## config.mk

```make
export PLATFORM = sky130hd
export DESIGN_NAME = instr_fetch_unit_flat
export DESIGN_NICKNAME = d
export VERILOG_FILES = /design/src/rtl/instr_fetch_unit_if.sv /design/src/rtl/instr_fetch_unit.sv /design/src/flat_wrapper.sv
export SDC_FILE = /design/constraint.sdc
export NUM_CORES = 1
export LEC_CHECK = 0
export CAP_MARGIN = 20
export CORE_ASPECT_RATIO = 1.75
export CORE_MARGIN = 2
export CORE_UTILIZATION = 30
export CTS_BUF_LIST = sky130_fd_sc_hd__clkbuf_8
export CTS_CLUSTER_SIZE = 8
export DETAILED_ROUTE_END_ITERATION = 12
export GPL_ROUTABILITY_DRIVEN = 0
export GPL_TIMING_DRIVEN = 0
export SETUP_SLACK_MARGIN = 0.02
export SYNTH_ARGS = -nofsm -noshare
export SYNTH_HDL_FRONTEND = slang
export SYNTH_SLANG_ARGS = --single-unit
export TNS_END_PERCENT = 5
```

## constraint.sdc

```tcl
create_clock -name clk -period 4.4 [get_ports clk]
set_clock_uncertainty 0.05 [all_clocks]
set_input_delay 0.88 -clock clk [delete_from_list [all_inputs] [get_ports clk]]
set_output_delay 0.88 -clock clk [all_outputs]
set_load 0.01 [all_outputs]
```

## src/rtl/instr_fetch_unit_if.sv

```systemverilog
// Instruction-memory bus between the fetch unit and the instruction memory.
//
// Handshake: the master raises imem_req and holds imem_addr stable for the
// whole request. The slave answers with imem_ack for one or more cycles, and
// imem_rdata is valid in any cycle where imem_ack is high. The master takes
// the first acked cycle and drops imem_req on the following edge. A slave
// ack while imem_req is low is ignored.
//
// Signals:
//   imem_addr  [PC_W-1:0]  master -> slave  fetch address
//   imem_req               master -> slave  request, registered
//   imem_ack               slave  -> master read data valid this cycle
//   imem_rdata [15:0]      slave  -> master read data
interface instr_fetch_unit_if #(
  parameter int PC_W = 8
);
  logic [PC_W-1:0] imem_addr;
  logic            imem_req;
  logic            imem_ack;
  logic [15:0]     imem_rdata;

  modport master (
    output imem_addr,
    output imem_req,
    input  imem_ack,
    input  imem_rdata
  );

  modport slave (
    input  imem_addr,
    input  imem_req,
    output imem_ack,
    output imem_rdata
  );
endinterface

```

## src/rtl/instr_fetch_unit.sv

```systemverilog
// Instruction fetch unit: owns the program counter and instruction register
// and runs single-word fetches over the instruction-memory bus.
//
// Ports:
//   clk, rst          clock and asynchronous active-high reset
//   pc_clr            synchronous clear; overrides every other input
//   pc_inc            increment pc now (IDLE) or after the fetch (with i_rd)
//   i_rd              start a fetch from the current pc
//   ir_ld             load the fetched word into the instruction register
//   imem              instruction-memory bus, master side
//   instruction[15:0] instruction register
//   pc[PC_W-1:0]      program counter
//   fetch_busy        high while a request is outstanding
//   fetch_done        one-cycle pulse after an acked fetch
//   fetch_err         sticky timeout flag, cleared only by pc_clr or rst
//   dbg_state[1:0]    current FSM state (0 IDLE, 1 REQ, 2 ERR)
module instr_fetch_unit #(
  parameter int PC_W    = 8,
  parameter int TIMEOUT = 15
) (
  input  logic                 clk,
  input  logic                 rst,
  input  logic                 pc_clr,
  input  logic                 pc_inc,
  input  logic                 i_rd,
  input  logic                 ir_ld,
  instr_fetch_unit_if.master   imem,
  output logic [15:0]          instruction,
  output logic [PC_W-1:0]      pc,
  output logic                 fetch_busy,
  output logic                 fetch_done,
  output logic                 fetch_err,
  output logic [1:0]           dbg_state
);

  localparam int CNT_W = (TIMEOUT < 2) ? 1 : $clog2(TIMEOUT + 1);
  localparam logic [15:0] ERR_OPCODE = 16'hF000;

  typedef enum logic [1:0] {
    IDLE = 2'd0,
    REQ  = 2'd1,
    ERR  = 2'd2
  } state_t;

  state_t          r_state;
  logic [PC_W-1:0] r_pc;
  logic [PC_W-1:0] r_addr;
  logic [15:0]     r_instr;
  logic            r_req;
  logic            r_done;
  logic            r_err;
  logic            r_pend_ld;
  logic            r_pend_inc;
  logic [CNT_W-1:0] r_cnt;

  // r_cnt counts completed REQ cycles without ack; the edge that would bring
  // it to TIMEOUT is the one that gives up, so imem_req is high for exactly
  // TIMEOUT cycles. An ack in that last cycle is checked first and wins.
  always_ff @(posedge clk or posedge rst) begin
    if (rst) begin
      r_state    <= IDLE;
      r_pc       <= '0;
      r_addr     <= '0;
      r_instr    <= 16'h0000;
      r_req      <= 1'b0;
      r_done     <= 1'b0;
      r_err      <= 1'b0;
      r_pend_ld  <= 1'b0;
      r_pend_inc <= 1'b0;
      r_cnt      <= '0;
    end else if (pc_clr) begin
      // Aborts any request; a coincident ack is dropped with it.
      r_state    <= IDLE;
      r_pc       <= '0;
      r_req      <= 1'b0;
      r_done     <= 1'b0;
      r_err      <= 1'b0;
      r_pend_ld  <= 1'b0;
      r_pend_inc <= 1'b0;
      r_cnt      <= '0;
    end else begin
      r_done <= 1'b0;
      case (r_state)
        IDLE: begin
          if (i_rd) begin
            r_addr     <= r_pc;
            r_pend_ld  <= ir_ld;
            r_pend_inc <= pc_inc;
            r_cnt      <= '0;
            r_req      <= 1'b1;
            r_state    <= REQ;
          end else if (pc_inc) begin
            r_pc <= r_pc + PC_W'(1);
          end
        end
        REQ: begin
          if (imem.imem_ack) begin
            if (r_pend_ld)  r_instr <= imem.imem_rdata;
            if (r_pend_inc) r_pc    <= r_pc + PC_W'(1);
            r_req   <= 1'b0;
            r_done  <= 1'b1;
            r_state <= IDLE;
          end else if (r_cnt == CNT_W'(TIMEOUT - 1)) begin
            r_req   <= 1'b0;
            r_err   <= 1'b1;
            r_instr <= ERR_OPCODE;
            r_state <= ERR;
          end else begin
            r_cnt <= r_cnt + CNT_W'(1);
          end
        end
        ERR: begin
          r_req <= 1'b0;
        end
        default: begin
          r_req   <= 1'b0;
          r_state <= IDLE;
        end
      endcase
    end
  end

  // Latched address during a request, live pc otherwise.
  assign imem.imem_addr = (r_state == REQ) ? r_addr : r_pc;
  assign imem.imem_req  = r_req;
  assign instruction    = r_instr;
  assign pc             = r_pc;
  assign fetch_busy     = r_req;
  assign fetch_done     = r_done;
  assign fetch_err      = r_err;
  assign dbg_state      = r_state;

endmodule

```

## src/flat_wrapper.sv

```systemverilog
// flat-port wrapper written by rule: the top's interface ports become plain ports
module instr_fetch_unit_flat 
#(
  parameter int PC_W    = 8,
  parameter int TIMEOUT = 15
)
  (clk, rst, pc_clr, pc_inc, i_rd, ir_ld, instruction, pc, fetch_busy, fetch_done, fetch_err, dbg_state, imem_imem_addr, imem_imem_req, imem_imem_ack, imem_imem_rdata);
  instr_fetch_unit_if #(.PC_W(PC_W)) imem_i ();
  input  logic clk;
  input  logic rst;
  input  logic pc_clr;
  input  logic pc_inc;
  input  logic i_rd;
  input  logic ir_ld;
  output logic [15:0] instruction;
  output logic [PC_W-1:0] pc;
  output logic fetch_busy;
  output logic fetch_done;
  output logic fetch_err;
  output logic [1:0] dbg_state;
  output wire logic [$bits(imem_i.imem_addr)-1:0] imem_imem_addr;
  output wire logic [$bits(imem_i.imem_req)-1:0] imem_imem_req;
  input wire logic [$bits(imem_i.imem_ack)-1:0] imem_imem_ack;
  input wire logic [$bits(imem_i.imem_rdata)-1:0] imem_imem_rdata;
  assign imem_imem_addr = imem_i.imem_addr;
  assign imem_imem_req = imem_i.imem_req;
  assign imem_i.imem_ack = imem_imem_ack;
  assign imem_i.imem_rdata = imem_imem_rdata;
  instr_fetch_unit #(.PC_W(PC_W), .TIMEOUT(TIMEOUT)) u_core (.clk(clk), .rst(rst), .pc_clr(pc_clr), .pc_inc(pc_inc), .i_rd(i_rd), .ir_ld(ir_ld), .imem(imem_i), .instruction(instruction), .pc(pc), .fetch_busy(fetch_busy), .fetch_done(fetch_done), .fetch_err(fetch_err), .dbg_state(dbg_state));
endmodule
```

* Yosys cells after proc, flatten, opt, wreduce, memory -nomap -nowiden
Cells that the tools add are included.
W data, S select, Z words.
** Cells by class
- $add $sub $neg :: 2
- Equal/unequal tests :: 14
- Mux-type cells :: 38
- Bitwise operators :: 1
- Reductions and logical operators :: 15
** Operators by type and width (count)
- $mux W16 :: 3
- $mux W8 :: 6
- $ne A3 B3 Y1 const B :: 6
- $mux W1 :: 17
- $mux W4 :: 4
- $pmux W8 S2 :: 1
- $reduce_bool A2 Y1 :: 5
- $reduce_and A3 Y1 :: 3
- $add A8 B1 Y8 const B :: 1
- $mux W2 :: 4
- $pmux W4 S2 :: 1
- $reduce_and A4 Y1 :: 2
- $pmux W2 S3 :: 1
- $reduce_and A5 Y1 :: 1
- $add A4 B1 Y4 const B :: 1
- $eq A4 B4 Y1 const B :: 1
- $ne A2 B2 Y1 const B :: 2
- $ne A4 B3 Y1 const B :: 1
- $reduce_and A2 Y1 :: 2
- $ne A3 B2 Y1 const B :: 1
- $reduce_bool A3 Y1 :: 1
- $eq A2 B1 Y1 const B :: 1
- $eq A2 B2 Y1 const B :: 1
- $logic_not A2 Y1 :: 1
- other kinds (3) :: 3
** Word-level totals
- Register bits after elaboration :: 43
- Input bits :: 23
- Output and inout port bits :: 38
- Word-level logic and storage cells :: 80

* Longest topological paths before layout
Gate-level depths: netlist (run 1).
- Depth in word-level cells :: 5
- Depth in mapped cells :: 6
- Mapped depth without buffers :: 5

* Worst setup path before layout (run 1)
No wires, ideal clock.
- Path kind :: reg2out
- Start point :: register u_core.r_state[1], in the netlist u_core.dbg_state[1]
- End point :: output port imem_imem_addr[0]
- Data arrival time :: 1.432 ns
- Required time :: 3.470 ns
- Path slack :: 2.038 ns
- Cell stages (with the launch flop) :: 5
- Buffers on the path :: 2
- Cells stage by stage :: dfrtp_1 buf_6 and2b_2 clkbuf_1 mux2_2
** Between the ends
- Word-level cells in the longest chain between the ends :: 2
** Ends and longest elaborated chain
- start, declared :: line instr_fetch_unit.sv:45 : state_t r_state;
- start signal, assigned :: line instr_fetch_unit.sv:61 : r_state <= IDLE;
- start signal, assigned :: line instr_fetch_unit.sv:73 : r_state <= IDLE;
- start signal, assigned :: line instr_fetch_unit.sv:91 : r_state <= REQ;
- $eq A2 B1 Y1 :: line instr_fetch_unit.sv:124 : assign imem.imem_addr = (r_state == REQ) ? r_addr : r_pc;
- $mux W8 :: line instr_fetch_unit.sv:124
- end, declared :: line flat_wrapper.sv:21 : output wire logic [$bits(imem_i.imem_addr)-1:0] imem_imem_addr;
Every way passes these cells.

* Worst setup path in the final report (run 1)
- Start point :: register u_core.r_state[1], in the netlist u_core.dbg_state[1]
- End point :: output port imem_imem_addr[5]
The elaborated chain is that of the path after synthesis.

==> results of run 1 <==
==> per-stage QoR <==
stage | setup slack [ns] | utilization, % | hold WS [ns] | std cells
5_1_grt | 0.948 | 42.2 | 0.472 | 360
6_report | 1.08 | 42.2 | 0.456 | 360
3_3_place_gp | 1.36 | 40.8 | 0.434 | 351
3_5_place_dp | 1.34 | 41.1 | 0.437 | 352
4_1_cts | 1.01 | 42.2 | 0.460 | 360
2_1_floorplan | 2.04 | - | 0.425 | 206
==> cell families after synthesis <==
group	after synthesis	share of synthesized area [%]
AO/OA/AOI/OAI	58	18.4
adder cells (fa/ha/maj)	3	1.67
buffers and inverters	21	4.50
flip-flops	43	47.8
multiplexers	24	11.9
AND/OR/NAND/NOR	57	15.7
==> cells in the final DEF, fill, tap and decap left out, types with 4 or more instances in the layout <==
cell type / netlist / routed
nand2b_1: 4 / 4
nand2_1: 4 / 4
nand3_1: 8 / 8
a2bb2oi_1: 4 / 4
nor2b_1: 18 / 18
a31oi_1: 18 / 18
mux2_2: 22 / 22
a21oi_1: 8 / 8
clkbuf_1: 11 / 11
clkdlybuf4s50_1: 0 / 59
inv_1: 6 / 7
o22ai_1: 4 / 4
dfrtp_1: 43 / 43
o2bb2ai_1: 12 / 12
nor2_1: 12 / 12
clkbuf_8: 0 / 5
==> critical path, stage by stage, from the launching register on <==
cell,delay (ns)
dfrtp_1,0.41
buf_6,0.15
and2b_2,0.20
clkbuf_1,0.46
mux2_2,0.40
clkdlybuf4s50_1,0.48
==> final timing paths <==
| kind | startpoint | slack (ns) | depth (start not counted) | endpoint |
|---|---|---|---|---|
| worst max-delay path | u_core.dbg_state[1] | 1.08 | 5 | imem_imem_addr[5] |
| worst min-delay path | u_core.r_addr[2] | 0.46 | 1 | u_core.r_addr[2] |
| worst max register to register | u_core.dbg_state[1] | 2.31 | 5 | u_core.instruction[2] |
| worst min register to register | u_core.r_addr[2] | 0.46 | 1 | u_core.r_addr[2] |
| max in group asynchronous | rst | 2.98 | 3 | u_core.instruction[5] |
| min in group asynchronous | rst | 0.84 | 2 | u_core.r_addr[1] |
==> flip-flops by register name, summed over array words and instances, names as in the netlist <==
signal	flops
u_core.dbg_state	2
u_core.fetch_busy	1
u_core.fetch_done	1
u_core.fetch_err	1
u_core.instruction	16
u_core.pc	8
u_core.r_addr	8
u_core.r_cnt	4
u_core.r_pend_inc	1
u_core.r_pend_ld	1
==> final cells by class <==
cell class / count / area [um2]
clock inverter: 3 / 12.5
timing repair buffer: 60 / 611
fill: 717 / 4180
sequential: 43 / 1080
tap: 86 / 108
clock buffer: 5 / 68.8
multi-input combinational: 142 / 1070
buffer: 15 / 78.8
inverter: 6 / 22.5
==> metal layers <==
metal,routed length (um),vias up
li1,-,895
met5,0,-
met4,85,0
met2,2960,52
met1,2480,881
met3,235,9
==> power breakdown <==
group | internal (mW) | leakage [nW] | switching, mW | total [mW]
clock network | 0.107 | 0.0505 | 0.136 | 0.244
registers | 0.416 | 0.537 | 0.0205 | 0.437
logic | 0.0921 | 0.686 | 0.0783 | 0.170
==> flow_summary.yaml, run 1 <==
status:
  status: "completed"
pwr:
  fin_total_pwr_mw: 0.851
  p_per_area_nw_per_um2: 279
  p_leak_nw: 1.27
  ir_worst_vdd_mv: 0.173
synth:
  netlist_instances: 206
  ys_ff_latch: 43
  syn_area_um2: 2250
  synth_top_area_share_pct: 47.8
  yosys_most_used_dff: "dfrtp_1"
  ys_seq_area_share_pct: 47.8
  synth_area_leaders: "dfrtp_1, mux2_2, a31oi_1"
  yosysMostFrequentCell: "dfrtp_1"
  synth_edf_count: 0
  yosysWarnings: 0
  async_reset_ff_share_pct: 100
  synth_cell_types: 35
  synthDominantAreaCellType: "dfrtp_1"
  syn_nets: 232
  yosys-top-cells-count: "dfrtp_1, mux2_2, a31oi_1, nor2b_1"
  syn_area_per_cell_um2: 10.9
worst_setup_path:
  end_kind: "primary output"
  critPathMaxFanout: 10
  critical_path_class: "flop to primary output"
  start_kind: "flop"
  required_ns: 3.47
  cp.arrival_ns: 2.39
routing:
  routedWlPerCell_um: 16.0
  via_count: 1837
  drtIter0Drc: 74
  drcViolationCount: 0
  avgViaCountPerCell: 5.10
  ant_nets: 0
  postRouteWirelength_mm: 5.76
  drt_pass1_iterations: 5
placed_design:
  numPortBuffers: 59
  dp_hpwl_mm: 4.20
  placed_area_um2: 2970
floorplan:
  dieArea_um2: 8240
  rows: 41
  io_pins: 61
  start_util_pct: 31.1
  die_y_um: 119
  core_region_area_um2: 7230
  die_w_um: 69.5
timing:
  period_needed_ns: 3.32
  tns_ns: 0
  maxSlewViolCount: 0
  final_hold_viol_count: 0
  period_share_pct: 75.5
  tightest_slew_ns: 0.778
  rsz0062_at_grt: "false"
  final-setup-viol-count: 0
  slew_headroom_pct: 47.9
  max_freq_mhz: 301
cts:
  cts_buffers: 5
  cts_resized: 0
  cts_setup_buffers: 0
  clkSlewWorstSetupHoldPaths_ns: 0.08
  clock_sinks: 43
  hold_buffers: 0
  htreeDepth: 2
  root_buffer: "clkbuf_8"
  clockBufferDepth: 2
  cts_tree: "done"
  insertion_delay_ns: 0.29
global_route:
  grt-busiest-layer: "met2"
  use_met1_pct: 17.5
  grt_max_degree: 29
  grtUsageTotal_pct: 14.2
  use_met2_pct: 25.1
  antenna_found_initial: 0
  grt_pass1_wl_mm: 9.53
  grt-ovfl-total: 0
  grt_pass1_vias: 1884
  grt_util_met3_pct: 2.22
cells_and_area:
  final_area_um2: 3050
  diodes: 0
  drive_gt1_share_pct: 16.1
  synthToLayoutAreaGrowth_pct: 35.5
  fin_nets: 299
job:
  maxCapViolCount: 0
min_path:
  hp-class: "flop to flop"
(Power assumes the default switching activity.)
==> run 2: changes to the inputs <==
clock period = 3.1 ns   (was 4.4 ns; I/O delays follow)
==> flow_summary.yaml, run 2 (synthesis results as in run 1) <==
timing:
  rsz0062_at_grt: "false"
  period_needed_ns: 2.74
  max_freq_mhz: 364
  tns_ns: 0
  tightest_slew_ns: 0.794
  period_share_pct: 88.5
  maxSlewViolCount: 0
  slew_headroom_pct: 46.8
  final-setup-viol-count: 0
  final_hold_viol_count: 0
worst_setup_path:
  end_kind: "primary output"
  crit_start: "u_core.dbg_state[1]"
  crit_slowest_cell: "clkdlybuf4s50_1"
  r2r_start: "u_core.dbg_state[1]"
  critical_path_class: "flop to primary output"
  r2r-end: "u_core.instruction[2]"
  r2r_cells: 5
  cp.arrival_ns: 2.07
  setup.reg_to_reg.worst_slack_ns: 1.00
  cpPeakStageDelay_ns: 0.48
  critPathMaxFanout: 10
  path_cells: "buf_6 -> and2b_2 -> mux2_2 -> clkdlybuf4s50_1"
  required_ns: 2.43
  start_kind: "flop"
cells_and_area:
  diodes: 0
  layout_commonest_cell: "clkdlybuf4s50_1"
  synthToLayoutAreaGrowth_pct: 35.3
  fin_nets: 298
  final_cell_mix: "clkdlybuf4s50_1, dfrtp_1, mux2_2"
  drive_gt1_share_pct: 16.1
  largest_reg_flops: 16
  nFillCells: 718
global_route:
  antenna_found_initial: 0
  grt_max_degree: 29
  grt-ovfl-total: 0
  grt_pass1_wl_mm: 9.52
  grt_pass1_vias: 1878
  grtUsageTotal_pct: 14.2
floorplan:
  start_util_pct: 31.1
  die_y_um: 119
  io_pins: 61
  die_w_um: 69.5
  core_region_area_um2: 7230
  rows: 41
  dieArea_um2: 8240
routing:
  drt_pass1_iterations: 4
  drtIter0Drc: 73
  drcViolationCount: 0
  ant_nets: 0
  via_count: 1833
  postRouteWirelength_mm: 5.74
  routedWlPerCell_um: 16.0
  avgViaCountPerCell: 5.11
cts:
  cts_tree: "done"
  root_buffer: "clkbuf_8"
  cts_resized: 0
  cts_buffers: 5
  hold_buffers: 0
  insertion_delay_ns: 0.29
  htreeDepth: 2
  clock_sinks: 43
  clkSlewWorstSetupHoldPaths_ns: 0.08
  clockBufferDepth: 2
  cts_setup_buffers: 0
pwr:
  fin_total_pwr_mw: 1.21
  p_per_area_nw_per_um2: 396
  ir_worst_vdd_mv: 0.244
  p_leak_nw: 1.27
status:
  status: "completed"
placed_design:
  numPortBuffers: 59
  dp_hpwl_mm: 4.20
min_path:
  whs_path_depth: 1
  hp-start: "u_core.r_addr[2]"
  worstHoldEndpoint: "u_core.r_addr[2]"
  hp-class: "flop to flop"
job:
  maxCapViolCount: 0
==> run 2: area by class of cell <==
type	count	area, um2	area share, %
multi-input combinational	142	1070	35.3
timing repair buffer	60	611	20.0
inverter	6	22.5	0.739
sequential	43	1080	35.3
tap	86	108	3.53
buffer	14	75.1	2.46
clock inverter	3	12.5	0.411
clock buffer	5	68.8	2.26
==> run 2: power breakdown <==
group | leakage, nW | switching [mW] | internal (mW)
Sequential | 0.537 | 0.0292 | 0.591
Clock | 0.0505 | 0.194 | 0.152
Combinational | 0.685 | 0.111 | 0.130
Total | 1.27 | 0.334 | 0.873
==> run 2: worst max-delay path: cells and delay by family, from the launching register on <==
kind / cells / cell delay (ns)
buf+inv: 2 / 0.63
flops: 1 / 0.41
mux: 1 / 0.37
simple gates: 1 / 0.36
==> run 2: how the worst max path moves through the flow <==
stage          slack, ns                    end  cells past startpoint
5_1_grt             0.27      imem_imem_addr[3]                      4
3_5_place_dp        0.30  u_core.instruction[4]                      5
4_1_cts             0.31      imem_imem_addr[0]                      4
3_3_place_gp        0.32  u_core.instruction[4]                      5
2_1_floorplan        1.0      imem_imem_addr[0]                      4
6_report            0.36      imem_imem_addr[5]                      4
==> run 2: layer usage <==
layer,GRT usage (%),share of wire (%),vias to the layer above
li1,-,-,892
met1,17.5,43,885
met2,25.1,52,47
met3,2.22,3.9,9
met4,4.53,1.5,0
met5,0,0,-
==> run 2: per-stage QoR <==
step                      hold WS, ns  setup slack (ns)  instances  area, um2  utilization [%]
after CTS                       0.460             0.311        359       3050             42.1
after global routing            0.472             0.271        359       3050             42.1
after global placement          0.434             0.325        351       2950             40.8
after floorplan                 0.425             0.998        206       2250                -
final                           0.455             0.356        359       3050             42.1
after detailed placement        0.437             0.304        352       2970             41.1
